--- src/rtl/arm_shift_pkg.sv ---
// Shared encodings for the iterative ARM shifter-operand generator.
package arm_shift_pkg;

  localparam int WIDTH = 32;

  typedef enum logic [1:0] {
    MODE_IMM   = 2'b00,
    MODE_SHIMM = 2'b01,
    MODE_SHREG = 2'b10
  } mode_e;

  typedef enum logic [1:0] {
    LSL = 2'b00,
    LSR = 2'b01,
    ASR = 2'b10,
    ROR = 2'b11
  } shtype_e;

  typedef enum logic [1:0] {
    IDLE  = 2'b00,
    SHIFT = 2'b01,
    DONE  = 2'b10
  } state_e;

endpackage

--- src/rtl/arm_shift_step.sv ---
// One-bit shift/rotate step; carry takes the bit that leaves the word.
module arm_shift_step
  import arm_shift_pkg::*;
(
  input  shtype_e          type_i,
  input  logic [WIDTH-1:0] v_i,
  input  logic             c_i,
  output logic [WIDTH-1:0] v_o,
  output logic             c_o
);

  always_comb begin
    v_o = v_i;
    c_o = c_i;
    case (type_i)
      LSL: begin
        c_o = v_i[WIDTH-1];
        v_o = {v_i[WIDTH-2:0], 1'b0};
      end
      LSR: begin
        c_o = v_i[0];
        v_o = {1'b0, v_i[WIDTH-1:1]};
      end
      ASR: begin
        c_o = v_i[0];
        v_o = {v_i[WIDTH-1], v_i[WIDTH-1:1]};
      end
      ROR: begin
        c_o = v_i[0];
        v_o = {v_i[0], v_i[WIDTH-1:1]};
      end
      default: begin
        v_o = v_i;
        c_o = c_i;
      end
    endcase
  end

endmodule

--- src/rtl/arm_shifter_operand.sv ---
// ARM shifter_operand / shifter_carry_out generator, one bit per clock
// under a start/done handshake. States: IDLE wait, SHIFT stepping, DONE result valid.
module arm_shifter_operand
  import arm_shift_pkg::*;
(
  input  logic             clk,
  input  logic             reset,
  input  logic             start,
  input  logic [1:0]       MODE,
  input  logic [1:0]       SHTYPE,
  input  logic [WIDTH-1:0] RM,
  input  logic [7:0]       RS,
  input  logic [4:0]       SHAMT,
  input  logic [7:0]       IMM8,
  input  logic [3:0]       ROT,
  input  logic             C_IN,
  output logic [WIDTH-1:0] OPERAND,
  output logic             CARRY_OUT,
  output logic             busy,
  output logic             done
);

  state_e           state_q, state_d;
  logic [WIDTH-1:0] val_q, val_d;
  logic             c_q, c_d;
  logic [5:0]       cnt_q, cnt_d;
  shtype_e          type_q, type_d;

  logic [WIDTH-1:0] dec_val;
  logic             dec_c;
  logic [5:0]       dec_k;
  logic [WIDTH-1:0] step_v;
  logic             step_c;

  arm_shift_step u_step (
    .type_i (type_q),
    .v_i    (val_q),
    .c_i    (c_q),
    .v_o    (step_v),
    .c_o    (step_c)
  );

  // Fast-path result and step count; dec_c only matters when dec_k is zero.
  always_comb begin
    dec_val = RM;
    dec_c   = C_IN;
    dec_k   = 6'd0;
    case (MODE)
      MODE_IMM: begin
        dec_val = {{(WIDTH-8){1'b0}}, IMM8};
        dec_k   = {1'b0, ROT, 1'b0};
      end
      MODE_SHREG: begin
        if (RS != 8'd0) begin
          case (SHTYPE)
            LSL, LSR: begin
              if (RS > 8'd32) begin
                dec_val = '0;
                dec_c   = 1'b0;
              end else begin
                dec_k = RS[5:0];
              end
            end
            ASR: dec_k = (RS >= 8'd32) ? 6'd32 : RS[5:0];
            default: begin
              if (RS[4:0] == 5'd0) dec_c = RM[WIDTH-1];
              else                 dec_k = {1'b0, RS[4:0]};
            end
          endcase
        end
      end
      default: begin
        case (SHTYPE)
          LSL:      dec_k = {1'b0, SHAMT};
          LSR, ASR: dec_k = (SHAMT == 5'd0) ? 6'd32 : {1'b0, SHAMT};
          default: begin
            if (SHAMT == 5'd0) begin
              dec_val = {C_IN, RM[WIDTH-1:1]};
              dec_c   = RM[0];
            end else begin
              dec_k = {1'b0, SHAMT};
            end
          end
        endcase
      end
    endcase
  end

  always_comb begin
    state_d = state_q;
    val_d   = val_q;
    c_d     = c_q;
    cnt_d   = cnt_q;
    type_d  = type_q;
    case (state_q)
      IDLE, DONE: begin
        if (start) begin
          val_d   = dec_val;
          c_d     = dec_c;
          cnt_d   = dec_k;
          // Immediate rotates reuse the ROR step regardless of SHTYPE.
          type_d  = (MODE == MODE_IMM) ? ROR : shtype_e'(SHTYPE);
          state_d = (dec_k == 6'd0) ? DONE : SHIFT;
        end else begin
          state_d = IDLE;
        end
      end
      SHIFT: begin
        val_d = step_v;
        c_d   = step_c;
        cnt_d = cnt_q - 6'd1;
        if (cnt_q == 6'd1) state_d = DONE;
      end
      default: state_d = IDLE;
    endcase
  end

  always_ff @(posedge clk or posedge reset) begin
    if (reset) begin
      state_q <= IDLE;
      val_q   <= '0;
      c_q     <= 1'b0;
      cnt_q   <= 6'd0;
      type_q  <= LSL;
    end else begin
      state_q <= state_d;
      val_q   <= val_d;
      c_q     <= c_d;
      cnt_q   <= cnt_d;
      type_q  <= type_d;
    end
  end

  assign OPERAND   = val_q;
  assign CARRY_OUT = c_q;
  assign busy      = (state_q == SHIFT);
  assign done      = (state_q == DONE);

endmodule

--- config.mk ---
export PLATFORM = sky130hd
export DESIGN_NAME = arm_shifter_operand
export DESIGN_NICKNAME = d
export VERILOG_FILES = /design/src/rtl/arm_shift_pkg.sv /design/src/rtl/arm_shift_step.sv /design/src/rtl/arm_shifter_operand.sv
export SDC_FILE = /design/constraint.sdc
export NUM_CORES = 1
export LEC_CHECK = 0
export CORE_MARGIN = 2
export CORE_UTILIZATION = 30
export CTS_CLUSTER_DIAMETER = 40
export DETAILED_ROUTE_END_ITERATION = 16
export SLEW_MARGIN = 20
export SYNTH_ARGS = -nofsm -noshare
export SYNTH_HDL_FRONTEND = slang
export SYNTH_HIERARCHICAL = 1
export SYNTH_SLANG_ARGS = --single-unit
--- constraint.sdc ---
create_clock -name clk -period 1.7 [get_ports clk]
set_input_delay 0.34 -clock clk [delete_from_list [all_inputs] [get_ports clk]]
set_output_delay 0.34 -clock clk [all_outputs]
set_load 0.01 [all_outputs]
==> results of run 1 <==
-- path summary, 6_finish.rpt --
check	endpoint	slack (ns)	cells after the start
worst min register to register	cnt_q[1]	0.55	2
worst min-delay path	type_q[0]	0.38	3
max in group asynchronous	OPERAND[30]	1.05	3
min in group asynchronous	OPERAND[6]	0.41	3
worst max register to register	cnt_q[4]	0.14	6
worst max-delay path	state_q[0]	-0.07	8
-- cell families after synthesis --
group | after synthesis
simple gates | 86
buf+inv | 36
fa+ha+maj | 6
mux | 68
compound gates | 116
flops | 43
-- cell type report --
class | instances | area, um2 | share of cell area
Timing Repair Buffer | 160 | 1590 | 0.285
Multi-Input combinational cell | 278 | 2580 | 0.461
Inverter | 9 | 38.8 | 0.00692
Sequential cell | 43 | 1080 | 0.192
Tap cell | 147 | 184 | 0.0328
Clock buffer | 6 | 129 | 0.0230
-- power breakdown --
part           leakage, nW  total [mW]  switching [mW]  internal, mW
Sequential           0.507        2.14           0.581          1.56
Combinational         1.78        4.47            2.04          2.43
Clock               0.0628       0.907           0.378         0.529
Total                 2.35        7.52            3.00          4.53
-- stage by stage --
step,area (um2),cells,setup TNS [ns]
after floorplan,3640,355,-0.365
after global placement,5090,623,-33.93
after detailed placement,5090,623,-36.03
after CTS,5520,642,-0.226
after global routing,5600,643,-1.24
final,5600,643,-0.153
-- cells in the mapped netlist (2+ instances only) --
master	instances
a222oi_1	3
buf_1	2
a221oi_1	8
o221ai_1	2
o31ai_1	2
o31a_1	2
mux2i_1	3
a22oi_1	2
mux2_2	41
dfrtp_1	43
buf_6	7
o311ai_0	2
clkbuf_1	14
o21ai_0	11
o22a_1	2
a311oi_1	2
a221oi_2	25
nand2b_1	3
nand2_1	29
inv_1	9
nand3_1	6
a21oi_1	15
mux2_4	22
nor2_1	31
ha_1	6
nor2b_1	4
o22ai_1	27
buf_2	4
o21a_1	2
or4_1	3
o21ai_1	4
mux2_1	2
-- routing by layer --
layer  global-route usage  part of all wire
met3               0.0282             0.047
met4               0.0366            0.0086
met2                0.310              0.48
met1                0.246              0.46
met5                    0                 0
-- flip-flops by register name, indices dropped and copies added, names as in the netlist --
signal and count:
CARRY_OUT 1, state_q 2, cnt_q 6, type_q 2, OPERAND 32
-- repair_timing --
| item | 4_1_cts | 5_1_grt |
|---|---|---|
| buffers inserted | 10 | 2 |
| resized for setup | 81 | 22 |
| cloned | 4 | 0 |
| endpoints found under the setup margin | 43 | 39 |
| pin swaps | 31 | 19 |
-- tightest hold or removal path, stage by stage --
cell and delay (ns):
buf_8 0.08, buf_6 0.10, o22a_1 0.10
==> summary.md, run 1 <==
| Metric | Value |
|---|---|
| Max Clk Rate | `around 0.56 GHz` |
| Worst hold path startpoint | `SHTYPE[0]` |
| CP Data Arrival Time | `about 1.9 ns` |
| Worst IR Drop VDD | `610 uV` |
| Post-route ant nets | `0` |
| Minimum clock period | `approximately 1.8 ns` |
| Slew @ Worst Pin | `0.621 ns` |
| Die area | `between 10000 and 15000 um2` |
| Die H | `roughly 110 um` |
| Power Density | `between 1000 and 1500 nW/um2` |
| Root Buffer | `clkbuf_16` |
| First-pass GRT wire length | `~19 mm` |
| CP top delay family | `compound AO/OA/AOI/OAI gates` |
| Synth Area in XOR/XNOR | `0` |
| Critical path required time | `around 1.9 ns` |
| Die Span X | `about 110 um` |
| Synth warnings | `6` |
| Initial antenna violation count | `0` |
| GRT Total Usage | `0.182` |
| RSZ-0062 raised after global routing | `yes` |
| I/O pins | `100` |
| DR iter-0 viols | `between 150 and 200` |
| Avg Cell Area, Syn | `10.2 um2` |
| Main combinational cell family by area after synthesis | `compound AO/OA/AOI/OAI gates` |
| Clock Path Buffers | `2` |
| Final Util | `0.472` |
| Total gr overflow | `0` |
| CP Launch Type | `input port` |
| Row count | `40` |
| Critical Path End Type | `flop` |
| Post-synth cell types | `between 40 and 50` |
| Final setup vio count | `6` |
| Multiplexer area fraction after synthesis | `0.234` |
| Core area | `between 10000 and 15000 um2` |
| R2r startpoint | `state_q[1]` |
| TritonCTS clock tree | `built` |
| Post-synthesis adder-cell area fraction | `0.0208` |
| TritonRoute pass-1 iters | `4` |
| Critical-path cell list | `buf_6 -> buf_6 -> ha_4 -> o31a_1 -> mux2i_1 -> nand3_1 -> or4_4 -> a22o_1` |
| Violated checks | `negative setup slack` |
| Max_slew headroom | `0.586` |
| Slowest CP cell | `or4_4` |
| CTS Hold Bufs | `0` |
| Most common cell after layout, fill and taps aside | `clkdlybuf4s50_1` |
| Clock transition at path regs | `around 0.060 ns` |
| Area contributors post-synth | `dfrtp_1 (30%), mux2_2 (13%), a221oi_2 (10%)` |
| Area leader, netlist | `dfrtp_1` |
| Post-layout total power | `approximately 7.5 mW` |
| Port bufs | `99` |
| Critical path's largest stage delay | `approximately 0.44 ns` |
| Tcrit/Tclk final | `1.04` |
| Hold Path Class | `in2reg` |
| Vias | `approximately 3500` |
| Largest net degree at the start of global routing | `44` |
| Max_cap viols | `0` |
| NumNets Final | `around 570` |
| Synth Area in Compound Gates | `0.275` |
| Most frequent cells in the layout | `clkdlybuf4s50_1 (80), buf_4 (44), dfrtp_1 (43)` |
| Most used cell, CP | `buf_6` |
| Routed WL | `roughly 12 mm` |
| # clock sinks | `between 40 and 50` |
| Seq/Total Area, Yosys | `0.298` |
| Cell Area, Synth | `between 3000 and 4000 um2` |
| Drt drc | `0` |
| Initial Util | `0.304` |
| Crit path launch | `SHTYPE[1]` |
| Max-slew violations | `0` |
| Mean routed wirelength per cell | `between 15 and 20 um` |
| Total CTS buffers | `5` |
| Ys flop type | `dfrtp_1` |
| Area Growth Syn to Fin | `55.2%` |
| Synth Register Bits | `43` |
| Yosys top cell area share | `0.298` |
| Pre-CTS WS | `-1.03 ns` |
| Number of synthesized flops with an enable pin | `0` |
| Synthesized instance count | `355` |
| Worst-Skew Late Latency | `roughly 0.28 ns` |
| Synth Area in Simple Gates | `0.119` |
| Vias in the first global route | `between 3000 and 4000` |
| Dpl hpwl | `8.24 mm` |
| Routability cong. | `0.783` |
| Crit-path max FO | `4` |
| Post-synthesis async set-or-reset flop share | `1.00` |
| Run status | `finished, violations left` |
| Crit path buffers/inverters | `2` |
| Crit path kind | `in2reg` |
| H-tree depth | `2` |
| FILL cells | `about 1100` |
| ANT cells | `0` |
| Setup ws final | `-0.0706 ns` |
| Hold Fails Final Rpt | `0` |
| Share of cells above drive strength 1 | `0.407` |
| Vias per inst | `5.40` |
| Layout Skew | `~0.0045 ns` |
| Syn_nets | `between 400 and 500` |
| Final hold slack | `between 0.3 and 0.4 ns` |
| Leak Pwr | `~2.4 nW` |
No activity file was read; power rests on OpenSTA's default activity.
==> run 2: changes to the inputs <==
DONT_BUFFER_PORTS = 1   (was default)
TNS_END_PERCENT = 5   (was default)
==> run 2 against run 1 <==
Net effect:
- the run now ends clean
- non-clock buffer count shrank 126
- clock skew shrank 0.0016 ns
- sequential share of layout area grew 6.5 points
- die area is the same
- register-to-register slack is essentially flat
- final cell count shrank 20%
- critical path depth shrank 1
- critical path type unchanged
- critical endpoint unchanged
- largest cell class unchanged
- largest power group unchanged
- highest routed layer unchanged
==> summary.md, run 2 (synthesis gave the netlist of run 1 again) <==
| Metric | Value |
|---|---|
| Critical path endpoint | `state_q[0]` |
| Port bufs | `0 (-100%)` |
| Vias per inst | `5.83 (+7.9%)` |
| Die area | `12900 um2 (unchanged)` |
| Mean routed wirelength per cell | `20.2 um (+9.2%)` |
| Leak Pwr | `1.72 nW (-27%)` |
| TritonRoute pass-1 iters | `4 (unchanged)` |
| H-tree depth | `2 (unchanged)` |
| Clock Path Buffers | `2 (unchanged)` |
| Final setup vio count | `0 (-6)` |
| Final hold slack | `0.170 ns (-0.211 ns)` |
| Metal-1 WL | `4.46 mm (-19%)` |
| Critical Path End Type | `flop` |
| Core area | `11900 um2 (unchanged)` |
| Total CTS buffers | `5 (unchanged)` |
| Share of cells above drive strength 1 | `0.398 (-0.00888)` |
| # clock sinks | `43 (unchanged)` |
| Largest net degree at the start of global routing | `41 (-6.8%)` |
| Power Density | `1560 nW/um2 (+16%)` |
| R2r startpoint | `state_q[1]` |
| Pre-CTS WS | `-0.384 ns (+0.650 ns)` |
| Top layer in use | `met4` |
| Row count | `40 (unchanged)` |
| Slew @ Worst Pin | `0.523 ns (-0.0980 ns)` |
| Critical path required time | `1.87 ns (about the same)` |
| RSZ-0062 raised after global routing | `no` |
| Placed cell area | `4000 um2 (-21%)` |
| Routed WL | `10.4 mm (-12%)` |
| I/O pins | `100 (unchanged)` |
| Finished Layout Cells | `516 (-20%)` |
| Final Util | `0.353 (-0.120)` |
| NumNets Final | `440 (-23%)` |
| Root Buffer | `clkbuf_16` |
| Die H | `114 um (unchanged)` |
| FF-to-FF End | `cnt_q[4]` |
| Post-route ant nets | `0 (unchanged)` |
| Crit-path max FO | `4 (unchanged)` |
| DR iter-0 viols | `233 (+43%)` |
| Run status | `finished, final reports clean` |
| Crit path kind | `in2reg` |
| Clock transition at path regs | `0.06 ns (about the same)` |
| Fin Setup TNS | `0 ns (+0.153 ns)` |
| Max-slew violations | `0 (unchanged)` |
| Largest register FFs | `32 (unchanged)` |
| First-pass GRT wire length | `16.2 mm (-14%)` |
| Initial antenna violation count | `0 (unchanged)` |
| Hold Fails Final Rpt | `0 (unchanged)` |
| Setup ws final | `0.0443 ns (+0.115 ns)` |
| Max_slew headroom | `0.651 (+0.0645)` |
| Vias in the first global route | `2983 (-16%)` |
| Vias | `3006 (-13%)` |
| Met2 WL | `4.86 mm (-15%)` |
| Dpl hpwl | `7.98 mm (-3.1%)` |
| Placed insts | `508 (-18%)` |
| Layout Skew | `0.00283 ns (-0.00164 ns)` |
| GRT Total Usage | `0.159 (-0.0227)` |
| ANT cells | `0 (unchanged)` |
| Worst IR Drop VDD | `488 uV (-20%)` |
| TritonCTS clock tree | `built` |
| Max_cap viols | `0 (unchanged)` |
| R2R depth | `5 (-1)` |
| Hold Path Class | `in2reg` |
| Area Growth Syn to Fin | `15.9%` |
| Tcrit/Tclk final | `0.974 (-0.0676)` |
| Max Clk Rate | `0.604 GHz (+6.9%)` |
| Design Area, Final | `4180 um2 (-25%)` |
| Die Span X | `114 um (unchanged)` |
| Drt drc | `0 (unchanged)` |
| Minimum clock period | `1.66 ns (-0.115 ns)` |
| Most common cell after layout, fill and taps aside | `dfrtp_1` |
| Crit path launch | `SHTYPE[1]` |
| CP Launch Type | `input port` |
| CP Data Arrival Time | `1.83 ns (-0.11 ns)` |
| Post-layout total power | `6.54 mW (-13%)` |
| Total gr overflow | `0 (unchanged)` |
| Met3 routed WL | `954 um (+71%)` |
| Most frequent cells in the layout | `dfrtp_1 (43), mux2_2 (41), nor2_1 (29), nand2_1 (29)` |
| Worst-Skew Late Latency | `0.28 ns (about the same)` |
| Initial Util | `0.304 (unchanged)` |
| Reg2Reg Setup Slack | `0.15 ns (about the same)` |
| Routability cong. | `0.969 (+24%)` |
-- run 2: cell types whose count changed in the layout (fill, tap and decap cells not counted), sizes merged --
cell and delta:
bufinv +1, clkdlybuf4s50 -80, dlygate4sd3 +1, dlygate4sd2 -6, nor2 -2, clkdlybuf4s15 -5
clkbuf -2, buf -34
-- run 2: cell type report --
type / count / area [um2]
clock buffer: 6 / 129
clock inverter: 1 / 30.0
fill: 1197 / 7680
inverter: 9 / 33.8
multi-input combinational: 276 / 2400
sequential: 43 / 1080
tap: 147 / 184
timing repair buffer: 34 / 333
-- run 2: worst min path at each step --
stage	cells past startpoint	start	slack [ns]	end
3_3_place_gp	1	reset	0.24	OPERAND[10]
2_1_floorplan	1	SHTYPE[0]	0.47	type_q[0]
6_report	1	MODE[0]	0.17	CARRY_OUT
4_1_cts	1	MODE[0]	0.16	CARRY_OUT
3_5_place_dp	1	reset	0.24	OPERAND[10]
5_1_grt	1	MODE[0]	0.18	CARRY_OUT
-- run 2: report_power, final --
group / total [mW] / switching [mW] / internal, mW
Combinational: 3.07 / 1.52 / 1.55
Sequential: 2.39 / 0.832 / 1.56
Clock: 1.07 / 0.387 / 0.686
-- run 2: timing repair --
item	4_1_cts	5_1_grt
resized for setup	4	3
hold endpoints to repair	17	0
buffers inserted	0	0
setup endpoints to repair	1	9
pin swaps	2	0
hold buffers	1	0
-- run 2: worst max-delay path, cell delays in order --
cell,delay (ns)
inv_2,0.03
ha_2,0.16
or2_4,0.26
o2111ai_2,0.12
a22oi_1,0.15
or4_4,0.54
a22o_1,0.22
-- run 2: per-layer routing --
layer / vias to the layer above / GRT usage
li1: 1423 / -
met1: 1455 / 0.205
met2: 115 / 0.259
met3: 13 / 0.0499
met4: 0 / 0.0423
met5: - / 0
==> run 3: changes to the inputs <==
CORE_UTILIZATION = 25   (was 30)
clock period = 2 ns   (was 1.7 ns; I/O delays follow)
==> run 3 against run 2 <==
Net effect:
- sequential cell count did not move
- die area up 19%
- clock skew rose by 0.0024 ns
- count of clock-buffer cells in the layout did not move
- combinational power decreased by 19%
- critical path type unchanged
- sequential power decreased by 14%
- via count shrank 0.53%
- register-to-register slack improved by 0.21 ns
- clock power fell by 23%
- routed wire length rose by 5.0%
- non-clock buffer count fell by 13
==> summary.md, run 3 (synthesis gave the netlist of run 1 again) <==
| Metric | Value |
|---|---|
| Run status | `finished, final reports clean` |
| CTS Hold Bufs | `0 (-1)` |
| Vias per inst | `5.57 (-4.4%)` |
| Area Growth Syn to Fin | `12.4%` |
| GRT Total Usage | `0.140 (-0.0196)` |
| Max_slew headroom | `0.586 (-0.0648)` |
| Total CTS buffers | `5 (unchanged)` |
| Routed WL | `10.9 mm (+5.0%)` |
| First-pass GRT wire length | `16.6 mm (+2.1%)` |
| Leak Pwr | `1.64 nW (-4.9%)` |
| CP Data Arrival Time | `1.97 ns (+0.14 ns)` |
| ANT cells | `0 (unchanged)` |
| Critical path depth in cells | `7 (unchanged)` |
| Final hold slack | `0.142 ns (-0.0282 ns)` |
| Worst IR Drop VDD | `371 uV (-24%)` |
| Power Density | `1320 nW/um2 (-15%)` |
| Largest net degree at the start of global routing | `44 (+7.3%)` |
| Clock Path Buffers | `2 (unchanged)` |
| Row count | `43 (+7.5%)` |
| DR iter-0 viols | `174 (-25%)` |
| H-tree depth | `2 (unchanged)` |
| Layout Skew | `0.00521 ns (+0.00238 ns)` |
| Vias in the first global route | `2933 (-1.7%)` |
| Largest register FFs | `32 (unchanged)` |
| Routability cong. | `0.881 (-9.1%)` |
| R2r startpoint | `type_q[0]` |
| Crit path buffers/inverters | `1 (unchanged)` |
| Worst-Skew Late Latency | `0.29 ns (about the same)` |
| Initial Util | `0.258 (-0.0463)` |
| Tcrit/Tclk final | `0.899` |
| Max_cap viols | `0 (unchanged)` |
| Critical Path End Type | `flop` |
| NumNets Final | `427 (-3.0%)` |
| Critical-path cell list | `inv_1 -> ha_4 -> o31a_1 -> mux2i_1 -> nand3_1 -> or4_1 -> a22o_1` |
| FILL cells | `1505 (+26%)` |
| Max Clk Rate | `0.556 GHz` |
| Critical path's largest stage delay | `0.54 ns (about the same)` |
| TritonCTS clock tree | `built` |
| Max-slew violations | `0 (unchanged)` |
| Crit-path max FO | `4 (unchanged)` |
| Slowest CP cell | `or4_1` |
| Die area | `15400 um2 (+19%)` |
| Most frequent cells in the layout | `dfrtp_1 (43), mux2_2 (41), nor2_1 (30)` |
| Hold Fails Final Rpt | `0 (unchanged)` |
| # clock sinks | `43 (unchanged)` |
| CP top delay family | `simple AND/OR/NAND/NOR gates` |
| Die H | `124 um (+9.2%)` |
| Hold Path Class | `in2async` |
| Fin Setup TNS | `0 ns (unchanged)` |
| Clock transition at path regs | `0.07 ns (about the same)` |
| Initial antenna violation count | `0 (unchanged)` |
| R2R depth | `5 (unchanged)` |
| TritonRoute pass-1 iters | `5 (+1)` |
| Core area | `14000 um2 (+18%)` |
| Post-route ant nets | `0 (unchanged)` |
| Minimum clock period | `~1.8 ns` |
| Share of cells above drive strength 1 | `0.364 (-0.0342)` |
| Port bufs | `0 (unchanged)` |
| Final setup vio count | `0 (unchanged)` |
| Total gr overflow | `0 (unchanged)` |
| Post-CTS Resized | `0 (-4)` |
| Mean routed wirelength per cell | `20.3 um (+0.92%)` |
| Die Span X | `124 um (+9.2%)` |
| Crit path launch | `SHTYPE[1]` |
| RSZ-0062 raised after global routing | `no` |
| Crit path kind | `in2reg` |
| Critical path required time | `2.17 ns (+0.30 ns)` |
| Post-CTS Setup Bufs | `0 (unchanged)` |
| CP Launch Type | `input port` |
| I/O pins | `100 (unchanged)` |
| Vias | `2990 (-0.53%)` |
| Slew @ Worst Pin | `0.619 ns (+0.0961 ns)` |
| Most common cell after layout, fill and taps aside | `dfrtp_1` |
| Drt drc | `0 (unchanged)` |
| Dpl hpwl | `8.04 mm (+0.77%)` |
| Root Buffer | `clkbuf_16` |
run 3: layout make-up:
class	count	area [um2]	area share
Inverter	9	33.8	0.00833
Multi-Input combinational cell	276	2380	0.588
Clock buffer	6	129	0.0318
Tap cell	180	225	0.0555
Timing Repair Buffer	21	195	0.0481
Sequential cell	43	1080	0.265
Clock inverter	2	12.5	0.00308
run 3: path summary, 6_finish.rpt:
| path | end | slack (ns) |
|---|---|---|
| max | state_q[0] | 0.20 |
| min in group clk | CARRY_OUT | 0.23 |
| max in group asynchronous | cnt_q[1] | 1.44 |
| min reg2reg | cnt_q[1] | 0.55 |
| min | OPERAND[11] | 0.14 |
| max reg2reg | OPERAND[12] | 0.36 |
run 3: stage by stage:
| step | worst slack (ns) | utilization | instance area, um2 | cells | power (mW) |
|---|---|---|---|---|---|
| after CTS | 0.224 | 0.290 | 4060 | 537 | 5.42 |
| final | 0.202 | 0.290 | 4060 | 537 | 5.37 |
| after floorplan | 0.0148 | - | 3640 | 355 | 3.84 |
| after global routing | 0.157 | 0.290 | 4060 | 537 | 5.82 |
| after global placement | -0.0504 | 0.280 | 3920 | 529 | 4.45 |
| after detailed placement | -0.0725 | 0.280 | 3920 | 529 | 4.58 |
run 3: worst reg2reg max path, cell delays in order, from the launching register on:
cell and delay (ns):
dfrtp_1 0.45, nor2_4 0.15, buf_4 0.27, mux2_2 0.39, o22ai_1 0.21, nor2_1 0.06
run 3: routing by layer:
| metal | up-vias | track usage | routed length [um] |
|---|---|---|---|
| met2 | 118 | 0.230 | 5090 |
| met3 | 5 | 0.0559 | 1270 |
| met4 | 0 | 0.0176 | 35 |
| met1 | 1470 | 0.177 | 4530 |
| met5 | - | 0 | 0 |
| li1 | 1397 | - | - |
run 3: where the power goes:
part           total (mW)  internal [mW]  switching [mW]
registers            2.06           1.32           0.732
clock network       0.825          0.462           0.363
logic                2.49           1.21            1.28
